<file path="config.mk">
export PLATFORM = sky130hd
export DESIGN_NAME = cp0_ctrl_v2
export DESIGN_NICKNAME = d
export VERILOG_FILES = /design/src/rtl/cp0_ctrl_v2.sv
export SDC_FILE = /design/constraint.sdc
export NUM_CORES = 1
export LEC_CHECK = 0
export BUFFER_PORTS_ARGS = -buffer_cell sky130_fd_sc_hd__buf_2
export CELL_PAD_IN_SITES_DETAIL_PLACEMENT = 0
export CELL_PAD_IN_SITES_GLOBAL_PLACEMENT = 1
export CORE_ASPECT_RATIO = 0.5
export CORE_MARGIN = 3
export CORE_UTILIZATION = 40
export CTS_CLUSTER_SIZE = 14
export DETAILED_ROUTE_END_ITERATION = 8
export PLACE_DENSITY = 0.83
export RECOVER_POWER = 25
export SETUP_SLACK_MARGIN = 0.02
export SYNTH_ARGS = -nofsm -noshare
export SYNTH_HDL_FRONTEND = slang
export SYNTH_SLANG_ARGS = --single-unit
</file>
<file path="constraint.sdc">
create_clock -name clk -period 9.5 [get_ports clk]
set_input_delay 0.475 -clock clk [delete_from_list [all_inputs] [get_ports clk]]
set_output_delay 0.475 -clock clk [all_outputs]
set_load 0.005 [all_outputs]
</file>
<file path="src/rtl/cp0_ctrl_v2.sv">
// Coprocessor-0 at the commit boundary: CP0 registers, exception/interrupt arbitration, ERET and Count/Compare timer.
// Define CP0_PRID_CONFIG_EN to expose read-only PRId (reg 15) and Config (reg 16).
module cp0_ctrl_v2 #(
  parameter int          HW_INT_NUM   = 6,
  parameter logic [31:0] EXC_VECTOR   = 32'hBFC0_0380,
  parameter int          COUNT_DIV    = 2,
  parameter logic [31:0] STATUS_RESET = 32'h0040_0000
) (
  input  logic                  clk,
  input  logic                  rst,
  input  logic                  commit_valid_i,
  input  logic [31:0]           pc_i,
  input  logic                  in_delayslot_i,
  input  logic [7:0]            exc_type_i,
  input  logic [31:0]           bad_addr_i,
  input  logic [HW_INT_NUM-1:0] hw_int_i,
  input  logic                  we_i,
  input  logic [4:0]            wr_addr_i,
  input  logic [31:0]           wr_data_i,
  input  logic [4:0]            rd_addr_i,
  output logic [31:0]           rd_data_o,
  output logic                  flush_o,
  output logic [31:0]           target_pc_o,
  output logic                  timer_int_o,
  output logic [31:0]           status_o,
  output logic [31:0]           cause_o,
  output logic [31:0]           epc_o
);

  localparam logic [4:0] REG_BADVADDR = 5'd8;
  localparam logic [4:0] REG_COUNT    = 5'd9;
  localparam logic [4:0] REG_COMPARE  = 5'd11;
  localparam logic [4:0] REG_STATUS   = 5'd12;
  localparam logic [4:0] REG_CAUSE    = 5'd13;
  localparam logic [4:0] REG_EPC      = 5'd14;
`ifdef CP0_PRID_CONFIG_EN
  localparam logic [4:0] REG_PRID     = 5'd15;
  localparam logic [4:0] REG_CONFIG   = 5'd16;
`endif

  localparam logic [4:0] EXC_INT  = 5'd0;
  localparam logic [4:0] EXC_ADEL = 5'd4;
  localparam logic [4:0] EXC_ADES = 5'd5;
  localparam logic [4:0] EXC_SYS  = 5'd8;
  localparam logic [4:0] EXC_BP   = 5'd9;
  localparam logic [4:0] EXC_RI   = 5'd10;
  localparam logic [4:0] EXC_OV   = 5'd12;

  localparam logic [31:0] STATUS_WMASK = 32'h0000_FF03;
  localparam logic [4:0]  PRESC_MAX    = 5'(COUNT_DIV - 1);

  logic [31:0] status_reg, epc_reg, badvaddr_reg, count_reg, compare_reg;
  logic [31:0] target_reg;
  logic        bd_reg, ti_reg, flush_reg;
  logic [4:0]  exccode_reg;
  logic [1:0]  sw_ip_reg;
  logic [5:0]  hw_ip_reg;
  logic [4:0]  presc_reg;

  logic [5:0]  hw_int_ext;
  logic [7:0]  ip;
  logic [31:0] cause_val, status_wr, cause_wr, rd_cur;
  logic        int_pending, exc_take, eret_take, event_take, wr_ok;
  logic        bad_we, presc_wrap, count_wr, compare_wr;
  logic [4:0]  exc_code;
  logic [31:0] bad_val, count_inc;

  // Unused interrupt lines are tied low so the upper IP bits read 0.
  genvar gi;
  generate
    for (gi = 0; gi < 6; gi++) begin : g_hw_int
      if (gi < HW_INT_NUM) begin : g_used
        assign hw_int_ext[gi] = hw_int_i[gi];
      end else begin : g_unused
        assign hw_int_ext[gi] = 1'b0;
      end
    end
  endgenerate

  assign ip        = {hw_ip_reg[5] | ti_reg, hw_ip_reg[4:0], sw_ip_reg};
  assign cause_val = {bd_reg, ti_reg, 14'd0, ip, 1'b0, exccode_reg, 2'b00};
  assign status_wr = (status_reg & ~STATUS_WMASK) | (wr_data_i & STATUS_WMASK);
  assign cause_wr  = {cause_val[31:10], wr_data_i[9:8], cause_val[7:0]};

  assign int_pending = (|(ip & status_reg[15:8])) && status_reg[0] && !status_reg[1];

  always_comb begin
    exc_take  = 1'b0;
    eret_take = 1'b0;
    exc_code  = EXC_INT;
    bad_we    = 1'b0;
    bad_val   = 32'd0;
    if (commit_valid_i) begin
      if (int_pending) begin
        exc_take = 1'b1;
      end else if (exc_type_i[7]) begin
        exc_take = 1'b1; exc_code = EXC_ADEL; bad_we = 1'b1; bad_val = pc_i;
      end else if (exc_type_i[6]) begin
        exc_take = 1'b1; exc_code = EXC_RI;
      end else if (exc_type_i[5]) begin
        exc_take = 1'b1; exc_code = EXC_OV;
      end else if (exc_type_i[4]) begin
        exc_take = 1'b1; exc_code = EXC_BP;
      end else if (exc_type_i[3]) begin
        exc_take = 1'b1; exc_code = EXC_SYS;
      end else if (exc_type_i[2]) begin
        exc_take = 1'b1; exc_code = EXC_ADEL; bad_we = 1'b1; bad_val = bad_addr_i;
      end else if (exc_type_i[1]) begin
        exc_take = 1'b1; exc_code = EXC_ADES; bad_we = 1'b1; bad_val = bad_addr_i;
      end else if (exc_type_i[0]) begin
        eret_take = 1'b1;
      end
    end
  end

  // A taken event discards the MTC0 of the same cycle, side effects included.
  assign event_take = exc_take | eret_take;
  assign wr_ok      = we_i && !event_take;
  assign count_wr   = wr_ok && (wr_addr_i == REG_COUNT);
  assign compare_wr = wr_ok && (wr_addr_i == REG_COMPARE);
  assign presc_wrap = (presc_reg == PRESC_MAX);
  assign count_inc  = count_reg + 32'd1;

  always_ff @(posedge clk) begin
    if (rst) begin
      status_reg   <= STATUS_RESET;
      epc_reg      <= 32'd0;
      badvaddr_reg <= 32'd0;
      count_reg    <= 32'd0;
      compare_reg  <= 32'd0;
      target_reg   <= 32'd0;
      bd_reg       <= 1'b0;
      ti_reg       <= 1'b0;
      flush_reg    <= 1'b0;
      exccode_reg  <= 5'd0;
      sw_ip_reg    <= 2'd0;
      hw_ip_reg    <= 6'd0;
      presc_reg    <= 5'd0;
    end else begin
      hw_ip_reg <= hw_int_ext;
      flush_reg <= event_take;
      if (exc_take)       target_reg <= EXC_VECTOR;
      else if (eret_take) target_reg <= epc_reg;

      if (count_wr) begin
        count_reg <= wr_data_i;
        presc_reg <= 5'd0;
      end else if (presc_wrap) begin
        count_reg <= count_inc;
        presc_reg <= 5'd0;
      end else begin
        presc_reg <= presc_reg + 5'd1;
      end

      if (compare_wr) begin
        compare_reg <= wr_data_i;
        ti_reg      <= 1'b0;
      end else if (!count_wr && presc_wrap && (count_inc == compare_reg)) begin
        ti_reg <= 1'b1;
      end

      if (exc_take)       status_reg[1] <= 1'b1;
      else if (eret_take) status_reg[1] <= 1'b0;
      else if (wr_ok && wr_addr_i == REG_STATUS) status_reg <= status_wr;

      // Nested exceptions keep the original EPC/BD so the outer handler can still return.
      if (exc_take) begin
        exccode_reg <= exc_code;
        if (!status_reg[1]) begin
          bd_reg  <= in_delayslot_i;
          epc_reg <= in_delayslot_i ? pc_i - 32'd4 : pc_i;
        end
      end else if (wr_ok && wr_addr_i == REG_CAUSE) begin
        sw_ip_reg <= wr_data_i[9:8];
      end else if (wr_ok && wr_addr_i == REG_EPC) begin
        epc_reg <= wr_data_i;
      end

      if (bad_we) badvaddr_reg <= bad_val;
    end
  end

  always_comb begin
    rd_cur = 32'd0;
    case (rd_addr_i)
      REG_BADVADDR: rd_cur = badvaddr_reg;
      REG_COUNT:    rd_cur = count_reg;
      REG_COMPARE:  rd_cur = compare_reg;
      REG_STATUS:   rd_cur = status_reg;
      REG_CAUSE:    rd_cur = cause_val;
      REG_EPC:      rd_cur = epc_reg;
`ifdef CP0_PRID_CONFIG_EN
      REG_PRID:     rd_cur = 32'h0000_4220;
      REG_CONFIG:   rd_cur = 32'h8000_0000;
`endif
      default:      rd_cur = 32'd0;
    endcase
    rd_data_o = rd_cur;
    // Bypass shows the value the accepted write will leave behind.
    if (wr_ok && (wr_addr_i == rd_addr_i)) begin
      case (rd_addr_i)
        REG_COUNT, REG_COMPARE, REG_EPC: rd_data_o = wr_data_i;
        REG_STATUS:                      rd_data_o = status_wr;
        REG_CAUSE:                       rd_data_o = cause_wr;
        default:                         rd_data_o = rd_cur;
      endcase
    end
  end

  assign flush_o     = flush_reg;
  assign target_pc_o = target_reg;
  assign timer_int_o = ti_reg;
  assign status_o    = status_reg;
  assign cause_o     = cause_val;
  assign epc_o       = epc_reg;

endmodule

</file>
=== Word-level counts from Yosys, hierarchy flattened ===
Index checks and enable logic that the tools add are counted.
Widths: inputs -> output; s select.

* Register bits: 213
* Input bits: 125

* Add/subtract/negate cells: 3
* Equal/unequal tests: 16
* Multiplexer cells: 59
* Bitwise operators: 7
* Reductions and logical operators: 27

{| class="wikitable"
|+ Operators by type and width
! cell !! count
|-
| $mux 32 || 19
|-
| $pmux 32 s6 || 1
|-
| $pmux 32 s3 || 1
|-
| $eq 5x4->1 const B || 11
|-
| $add 32x1->32 const B || 1
|-
| $eq 32x32->1 || 1
|-
| $or 32x16->32 || 1
|-
| $sub 32x3->32 const B || 1
|-
| $mux 1 || 28
|-
| $mux 4 || 7
|-
| $logic_and 1x1->1 || 11
|-
| $and 8x8->8 || 1
|-
| $reduce_or 8->1 || 1
|-
| $mux 3 || 2
|-
| $reduce_and 3->1 || 2
|-
| $reduce_bool 2->1 || 3
|-
| $reduce_or 3->1 || 2
|-
| $add 5x1->5 const B || 1
|-
| $eq 5x1->1 const B || 1
|-
| $eq 5x5->1 || 1
|-
| $ne 2x2->1 const B || 2
|-
| $reduce_and 2->1 || 2
|-
| $reduce_or 2->1 || 2
|-
| $logic_not 1->1 || 3
|-
| 4 further kinds || 7
|}

=== Depth between registers and ports, before layout ===
Gate-level depths: netlist of run 1.

* Depth after elaboration: 17
* Depth in mapped cells: 11
* Depth with buffers taken out: 10

=== Worst setup path before layout of run 1 ===
OpenSTA, ideal clock, no wires.

* Path type: reg2reg
* Start point: reg count_reg[0]
* End point: reg ti_reg, in the netlist timer_int_o
* Library setup time: 70 ps
* Data arrival time: 3117 ps
* Path slack: 6313 ps
* Cell stages (with the launch flop): 11
* Path through: dfxtp_1 > ha_1 > nand3_1 > or3_1 > buf_2 > nor4_1 > xnor2_1 > o21ai_0 > or4_1 > or4b_1 > a21oi_1

* Cells in the longest elaborated chain, start to end: 3

{| class="wikitable"
|+ RTL lines
! what !! RTL line !! text
|-
| from (decl) || 52 || <nowiki>logic [31:0] status_reg, epc_reg, badvaddr_reg, count_reg, compare_reg;</nowiki>
|-
| from (signal assigned) || 146 || <nowiki>count_reg <= wr_data_i;</nowiki>
|-
| from (signal assigned) || 149 || <nowiki>count_reg <= count_inc;</nowiki>
|-
| $add 32x1->32 || 122 || <nowiki>assign count_inc = count_reg + 32'd1;</nowiki>
|-
| $eq 32x32->1 || 158 || <nowiki>end else if (!count_wr && presc_wrap && (count_inc == compare_reg)) begin</nowiki>
|-
| $logic_and 1x1->1 || 158 ||
|-
| to (signal assigned) || 133 || <nowiki>ti_reg <= 1'b0;</nowiki>
|-
| to (signal assigned) || 157 || <nowiki>ti_reg <= 1'b0;</nowiki>
|-
| to (signal assigned) || 159 || <nowiki>ti_reg <= 1'b1;</nowiki>
|-
| to (decl) || 54 || <nowiki>logic bd_reg, ti_reg, flush_reg;</nowiki>
|}

No other way between the ends.
A chain may end at the register's enable or synchronous reset.

=== Final worst setup path of run 1 ===
* Start point: reg ti_reg, in the netlist timer_int_o
* End point: out rd_data_o[6]

* Cells in the longest elaborated chain, start to end: 12
* Elaborated cells on any way between the ends: 14
* Classes of those cells: mux (5); bitwise (3); reduce/logical (6)

{| class="wikitable"
|+ RTL lines
! what !! RTL line !! text
|-
| $or 1x1->1 (*) || 80 || <nowiki>assign ip = {hw_ip_reg[5] | ti_reg, hw_ip_reg[4:0], sw_ip_reg};</nowiki>
|-
| $and 8x8->8 (*) || 85 || <nowiki>assign int_pending = (|(ip & status_reg[15:8])) && status_reg[0] && !status_reg[1];</nowiki>
|-
| $reduce_or 8->1 (*) || 85 ||
|-
| $logic_and 1x1->1 (*) (2 in a row) || 85 ||
|-
| $mux 1 || 94 || <nowiki>if (int_pending) begin</nowiki>
|-
| $mux 1 || 93 || <nowiki>if (commit_valid_i) begin</nowiki>
|-
| $or 1x1->1 (*) || 117 || <nowiki>assign event_take = exc_take | eret_take;</nowiki>
|-
| $logic_not 1->1 (*) || 118 || <nowiki>assign wr_ok = we_i && !event_take;</nowiki>
|-
| $logic_and 1x1->1 (*) || 118 ||
|-
| $logic_and 1x1->1 (*) || 200 || <nowiki>if (wr_ok && (wr_addr_i == rd_addr_i)) begin</nowiki>
|-
| $mux 32 (*) || 200 ||
|-
| to (decl) || 21 || <nowiki>output logic [31:0] rd_data_o,</nowiki>
|}

Every way passes the cells marked *; elsewhere a longest branch is shown, timed or not.

==> results.sh, run 1 <==
export IMPL_cap_violations=0
export IMPL_synth_most_common_cell="nor2_1"
export IMPL_slew_headroom=0.135
export IMPL_yosys_most_used_dff="dfxtp_1"
export IMPL_pin_count=287
export IMPL_die_h_um=125
export IMPL_yosys_register_bits=190
export IMPL_register_area_um2=3800
export IMPL_clkPwrFrac=0.402
export IMPL_numCtsBuffers=17
export IMPL_p_sw_frac=0.285
export IMPL_synthTopCellsByCount="230 x nor2_1, 190 x dfxtp_1, 108 x nand2_1"
export IMPL_drc=0
export IMPL_fillers=2796
export IMPL_power_frac_comb=0.135
export IMPL_antenna_found_initial=1
export IMPL_num_rows=42
export IMPL_p_per_area_nw_per_um2=143
export IMPL_synth_cell_types=69
export IMPL_cp_max_fo=27
export IMPL_vias=11500
export IMPL_worst_ep_required_time_ns=9.03
export IMPL_synth_area_um2=11300
export IMPL_synth_top_area_share=0.336
export IMPL_grt_max_degree=89
export IMPL_hold_viol=0
export IMPL_power_frac_seq=0.463
export IMPL_cts_resized=0
export IMPL_drtIter0Drc=1393
export IMPL_ir_drop_v=0.000131
export IMPL_clock_skew_ns=0.00936
export IMPL_htreeDepth=4
export IMPL_ant_nets=0
export IMPL_p_leak_nw=4.90
export IMPL_synthArstFlopShare=0
export IMPL_area_growth_syn_to_layout_pct=15.3
export IMPL_critPathArrivalTime_ns=4.23
export IMPL_syn_avg_cell_area_um2=8.00
export IMPL_power_switching_w=0.000531
export IMPL_initial_core_util=0.417
export IMPL_tns_ns=0
export IMPL_postCtsSetupBuffers=0
export IMPL_clkSinkCount=190
export IMPL_core_area_um2=27100
export IMPL_startpoint_type="flop"
export IMPL_grt_pass1_vias=10600
export IMPL_die_w_um=244
export IMPL_clockRootBuffer="clkbuf_16"
export IMPL_gp_congestion=1.03
export IMPL_grt_pass1_wl_um=68200
export IMPL_hpwl_um=34500
export IMPL_period_share=0.495
export IMPL_drv_slew=0
export IMPL_wirelength_um=46400
export IMPL_syn_inst=1414
export IMPL_yosysWarnings=0
export IMPL_final_layout_size_suffix_gt1_frac=0.170
export IMPL_finalCriticalPeriod_ns=4.70
export IMPL_cp_end_kind="output pin"
export IMPL_yosysTopAreaCell="dfxtp_1"
export IMPL_r2r_slack_ns=5.76
export IMPL_tightest_slew_ns=1.30
export IMPL_hold_path_class="in -> reg"
export IMPL_total_power_w=0.00186
export IMPL_postCtsHoldBufs=0
export IMPL_critPathKind="reg -> out"
export IMPL_status="finished, final reports clean"
export IMPL_grt_usage=0.293
export IMPL_yosys_top_cells_area="dfxtp_1 34%, mux2i_1 7.8%, nor2_1 7.6%"
export IMPL_cts_tree="built"
export IMPL_synth_edff_count=0
export IMPL_intPower_w=0.00133
export IMPL_avgRoutedWirePerCell_um=23.7
export IMPL_cts_buffer_depth=2
export IMPL_io_buffers=246
export IMPL_overflow=0
export IMPL_synth_seq_area_share=0.336
export IMPL_rsz0062_at_grt="false"
export IMPL_fmax_mhz=213
export IMPL_clock_latency_ns=0.46
export IMPL_die_area_um2=30500
export IMPL_nets=1695
export IMPL_routed_via_density=5.88
export IMPL_path_clk_slew_ns=0.07
export IMPL_drt_pre_antenna_iters=5
export IMPL_multiInputGateArea_um2=6860
export IMPL_fin_util=0.481
export IMPL_setup_violations=0
[path summary, 6_finish.rpt]
path	from	to	cells past startpoint
setup reg to reg	count_reg[0]	timer_int_o	9
hold / removal	hw_int_i[0]	hw_ip_reg[0]	2
setup / recovery	timer_int_o	rd_data_o[6]	9
hold reg to reg	target_pc_o[4]	target_pc_o[4]	2
[power by group through the flow]
stage / Sequential (W) / Clock, W / Combinational [W]
after floorplan: 0.000866 / 0 / 0.000146
after global placement: 0.000877 / 0 / 0.000243
after detailed placement: 0.000879 / 0 / 0.000246
after CTS: 0.000861 / 0.000760 / 0.000247
after global routing: 0.000866 / 0.000794 / 0.000270
final: 0.000862 / 0.000749 / 0.000251
[metal layers]
layer,GRT usage,wire [µm]
met5,0,0
met1,0.421,21400
met2,0.433,19700
met4,0.0778,1080
met3,0.0787,4160
[placed cells by master (no fill, tap or decap), types with 4 or more instances in the layout]
| cell type | Yosys | layout |
|---|---|---|
| xnor2_1 | 58 | 58 |
| o211ai_1 | 4 | 4 |
| a211oi_1 | 91 | 91 |
| nor3b_1 | 5 | 4 |
| a21oi_1 | 75 | 74 |
| clkbuf_8 | 0 | 4 |
| dfxtp_1 | 190 | 190 |
| inv_1 | 10 | 10 |
| nand4_1 | 20 | 20 |
| nand3_1 | 30 | 30 |
| nor4_1 | 14 | 13 |
| nor2_1 | 230 | 230 |
| and2_1 | 6 | 6 |
| ha_1 | 4 | 4 |
| and4_1 | 9 | 9 |
| conb_1 | 2 | 40 |
| or3_1 | 8 | 8 |
| nor3_1 | 24 | 22 |
| a311oi_1 | 5 | 5 |
| clkbuf_16 | 0 | 17 |
| nand2b_1 | 6 | 6 |
| o41ai_1 | 4 | 4 |
| o22ai_1 | 25 | 25 |
| buf_2 | 14 | 194 |
| clkbuf_1 | 94 | 53 |
| buf_4 | 52 | 15 |
| and3_1 | 7 | 6 |
| nor4_2 | 3 | 4 |
| o21ai_1 | 18 | 18 |
| o221a_2 | 6 | 6 |
| nor2b_1 | 12 | 12 |
| mux2i_1 | 88 | 88 |
| a221oi_1 | 27 | 27 |
| nand3b_1 | 4 | 4 |
| xor2_1 | 49 | 49 |
| nand2_1 | 108 | 107 |
| a22oi_1 | 50 | 50 |
| o21ai_0 | 14 | 14 |
| clkinvlp_4 | 0 | 4 |
[layout make-up]
type                            instances  area share
Antenna cell                            1    0.000192
Tap cell                              374      0.0359
Sequential cell                       190       0.292
Inverter                               11     0.00317
Clock buffer                           23      0.0374
Timing Repair Buffer                  260      0.0977
Clock inverter                          9     0.00835
Multi-Input combinational cell       1086       0.526
[critical path, cell delays in order, from the launching register on]
cell and delay [ns]:
dfxtp_1 0.37, or2_1 0.29, and2_1 0.18, o211ai_1 0.64, a31oi_2 0.24, nor2b_1 0.37
a32oi_1 0.18, o21ai_2 1.01, o21ai_1 0.27, buf_2 0.21
[cell families after synthesis]
family                     count (synthesis)  synth area share
AOI/OAI and AO/OA                        341             0.209
xor gates and xnor gates                 107            0.0828
adders and majority gates                  4           0.00442
buffers and inverters                    176            0.0772
DFF                                      190             0.336
muxes                                     91            0.0808
other                                      2          0.000664
and+or+nand+nor                          503             0.209
[metrics by stage]
step / instances / setup WS (ns) / cell area [µm²] / hold slack [ns]
floorplan: 1452 / 6.31 / 11500 / 0.453
CTS: 1953 / 4.91 / 13100 / 0.225
global route: 1954 / 4.60 / 13000 / 0.232
global placement: 1921 / 5.46 / 12500 / 0.441
finish: 1954 / 4.80 / 13000 / 0.242
detailed placement: 1921 / 5.35 / 12500 / 0.447
(Power assumes the default switching activity.)
==> run 2: changes to the inputs <==
--- a/config.mk
+++ b/config.mk
@@ -5,15 +5,16 @@
 export SDC_FILE = /design/constraint.sdc
 export NUM_CORES = 1
 export LEC_CHECK = 0
+export ABC_AREA = 1
 export BUFFER_PORTS_ARGS = -buffer_cell sky130_fd_sc_hd__buf_2
 export CELL_PAD_IN_SITES_DETAIL_PLACEMENT = 0
 export CELL_PAD_IN_SITES_GLOBAL_PLACEMENT = 1
 export CORE_ASPECT_RATIO = 0.5
 export CORE_MARGIN = 3
-export CORE_UTILIZATION = 40
+export CORE_UTILIZATION = 37
 export CTS_CLUSTER_SIZE = 14
 export DETAILED_ROUTE_END_ITERATION = 8
-export PLACE_DENSITY = 0.83
+export PLACE_DENSITY = 0.82
 export RECOVER_POWER = 25
 export SETUP_SLACK_MARGIN = 0.02
 export SYNTH_ARGS = -nofsm -noshare
==> constraint.sdc (replaced) <==
create_clock -name clk -period 4.85 [get_ports clk]
set_input_delay 0.2425 -clock clk [delete_from_list [all_inputs] [get_ports clk]]
set_output_delay 0.2425 -clock clk [all_outputs]
set_load 0.005 [all_outputs]
==> results.sh, run 2 <==
export IMPL_wl_met1_um=24700
export IMPL_dpl_cell_area_um2=13400
export IMPL_yosys_most_used_dff="dfxtp_1"
export IMPL_syn_inst=1993
export IMPL_core_area_um2=32000
export IMPL_die_w_um=262
export IMPL_cp_max_fo=39
export IMPL_cp_num_buf_inv=2
export IMPL_ant_nets=0
export IMPL_grt_usage=0.301
export IMPL_fmax_mhz=270
export IMPL_vias=13900
export IMPL_numCtsBuffers=17
export IMPL_drtIter0Drc=1617
export IMPL_area_growth_syn_to_layout_pct=15.6
export IMPL_final_layout_size_suffix_gt1_frac=0.129
export IMPL_final_common_cell="nand2_1"
export IMPL_synth_cell_types=50
export IMPL_synth_seq_area_share=0.313
export IMPL_cp_end_kind="output pin"
export IMPL_antenna_found_initial=2
export IMPL_slew_headroom=0.254
export IMPL_synthTopCellsByCount="572 x nand2_1, 261 x nor2_1, 204 x inv_1"
export IMPL_routed_via_density=5.31
export IMPL_io_buffers=246
export IMPL_avgRoutedWirePerCell_um=20.5
export IMPL_p_per_area_nw_per_um2=268
export IMPL_grt_pass1_wl_um=78700
export IMPL_die_h_um=134
export IMPL_crit_chain="or2_4 > nand2_1 > nand3_1 > nand2_2 > nand2_1 > nand2_2 > nand2_4 > nor2_8 > nand2_4 > nor2_4 > inv_2 > or2_0 > o21ai_1 > buf_2"
export IMPL_overflow=0
export IMPL_tightest_slew_ns=1.11
export IMPL_drc=0
export IMPL_path_delay_family="simple AND/OR/NAND/NOR gates"
export IMPL_cts_resized=0
export IMPL_finalCriticalPeriod_ns=3.71
export IMPL_setup_violations=0
export IMPL_wirelength_um=53800
export IMPL_synth_most_common_cell="nand2_1"
export IMPL_cts_tree="built"
export IMPL_synth_top_area_share=0.313
export IMPL_timing_hold_ws_ns=0.0359
export IMPL_status="finished, final reports clean"
export IMPL_yosys_register_bits=190
export IMPL_cts_buffer_depth=2
export IMPL_p_leak_nw=6.51
export IMPL_cap_violations=0
export IMPL_r2r_slack_ns=1.52
export IMPL_num_rows=46
export IMPL_drt_pre_antenna_iters=6
export IMPL_critPathKind="reg -> out"
export IMPL_initial_core_util=0.379
export IMPL_fin_area_um2=14000
export IMPL_path_clk_slew_ns=0.08
export IMPL_yosysTopAreaCell="dfxtp_1"
export IMPL_multiInputGateArea_um2=6930
export IMPL_max_stage_delay_ns=0.73
export IMPL_rsz0062_at_grt="false"
export IMPL_clock_latency_ns=0.47
export IMPL_synth_area_um2=12100
export IMPL_register_area_um2=3800
export IMPL_worst_ep_required_time_ns=4.61
export IMPL_tns_ns=0
export IMPL_yosys_top_cells_area="dfxtp_1 31%, nand2_1 18%, nor2_1 8.1%"
export IMPL_syn_avg_cell_area_um2=6.09
export IMPL_dr_wl_met2_um=21800
export IMPL_synthArstFlopShare=0
export IMPL_final_cell_mix="572 x nand2_1, 260 x nor2_1, 205 x buf_2, 204 x inv_1, 190 x dfxtp_1"
export IMPL_grt_pass1_vias=12300
export IMPL_ir_drop_v=0.000280
export IMPL_hold_viol=0
export IMPL_period_share=0.765
export IMPL_clock_skew_ns=0.0131
export IMPL_grt_max_degree=91
export IMPL_crit_slowest_cell="nor2_4"
export IMPL_final_cells=2624
export IMPL_die_area_um2=35200
export IMPL_synth_edff_count=0
export IMPL_place_inst=2585
export IMPL_fin_util=0.438
export IMPL_gp_congestion=0.961
export IMPL_hpwl_um=40600
export IMPL_htreeDepth=4
export IMPL_dr_wl_met3_um=6310
export IMPL_clockRootBuffer="clkbuf_16"
export IMPL_fillers=3581
export IMPL_startpoint_type="flop"
export IMPL_yosysWarnings=0
export IMPL_nets=2307
export IMPL_top_layer="met5"
export IMPL_critPathArrivalTime_ns=3.47
export IMPL_hold_path_class="in -> reg"
export IMPL_clkSinkCount=190
export IMPL_pin_count=287
export IMPL_drv_slew=0
-- run 2: area by class of cell --
type	instances	share of cell area
diodes	1	0.000178
clock buffers	20	0.0333
clock inverters	12	0.0101
inverters	211	0.0567
multi-input cells	1492	0.494
flip-flops and latches	190	0.271
well taps	432	0.0385
repair buffers	266	0.0959
-- run 2: timing repair --
| action | CTS | global route |
|---|---|---|
| hold buffers | 6 | 0 |
| buffers inserted | 0 | 0 |
| endpoints found under the hold margin | 6 | 0 |
-- run 2: worst reg2reg max path, stage by stage (launching register included) --
cell     delay [ns]
dfxtp_1        0.39
or2_4          0.28
nand2_1        0.06
nand3_1        0.09
nand2_2        0.19
nand2_1        0.10
nand2_2        0.10
nand2_4        0.10
nor2_8         0.11
buf_4          0.45
nand2_1        0.13
nand2_1        0.59
inv_2          0.39
nor2_1         0.18
nor2_1         0.07
-- run 2: kinds of logic after synthesis --
group	synth area share
buf+inv	0.128
other cells	0.000619
mux	0.00330
flops	0.313
compound gates	0.158
simple gates	0.374
xor+xnor	0.0188
fa+ha+maj	0.00412
-- run 2: final timing paths --
kind / startpoint / endpoint / depth (start not counted)
hold reg to reg: presc_reg[0] / presc_reg[0] / 1
setup / recovery: timer_int_o / rd_data_o[31] / 14
setup reg to reg: timer_int_o / epc_o[1] / 14
hold / removal: wr_data_i[2] / compare_reg[2] / 3
-- run 2: per-layer routing --
metal | global-route usage | vias to the layer above
li1 | - | 6766
met4 | 0.0645 | 2
met1 | 0.442 | 6426
met3 | 0.108 | 73
met5 | 0 | -
met2 | 0.418 | 667
-- run 2: power breakdown --
group	internal [W]	total (W)	switching (W)
Sequential	0.00162	0.00170	0.0000816
Combinational	0.000163	0.000539	0.000376
Clock	0.000776	0.00152	0.000746
-- run 2: per-stage QoR --
stage	total power, W	setup slack, ns
after floorplan	0.00201	2.73
after global placement	0.00226	1.51
after detailed placement	0.00226	1.45
after CTS	0.00375	1.20
after global routing	0.00388	0.897
final	0.00376	1.14
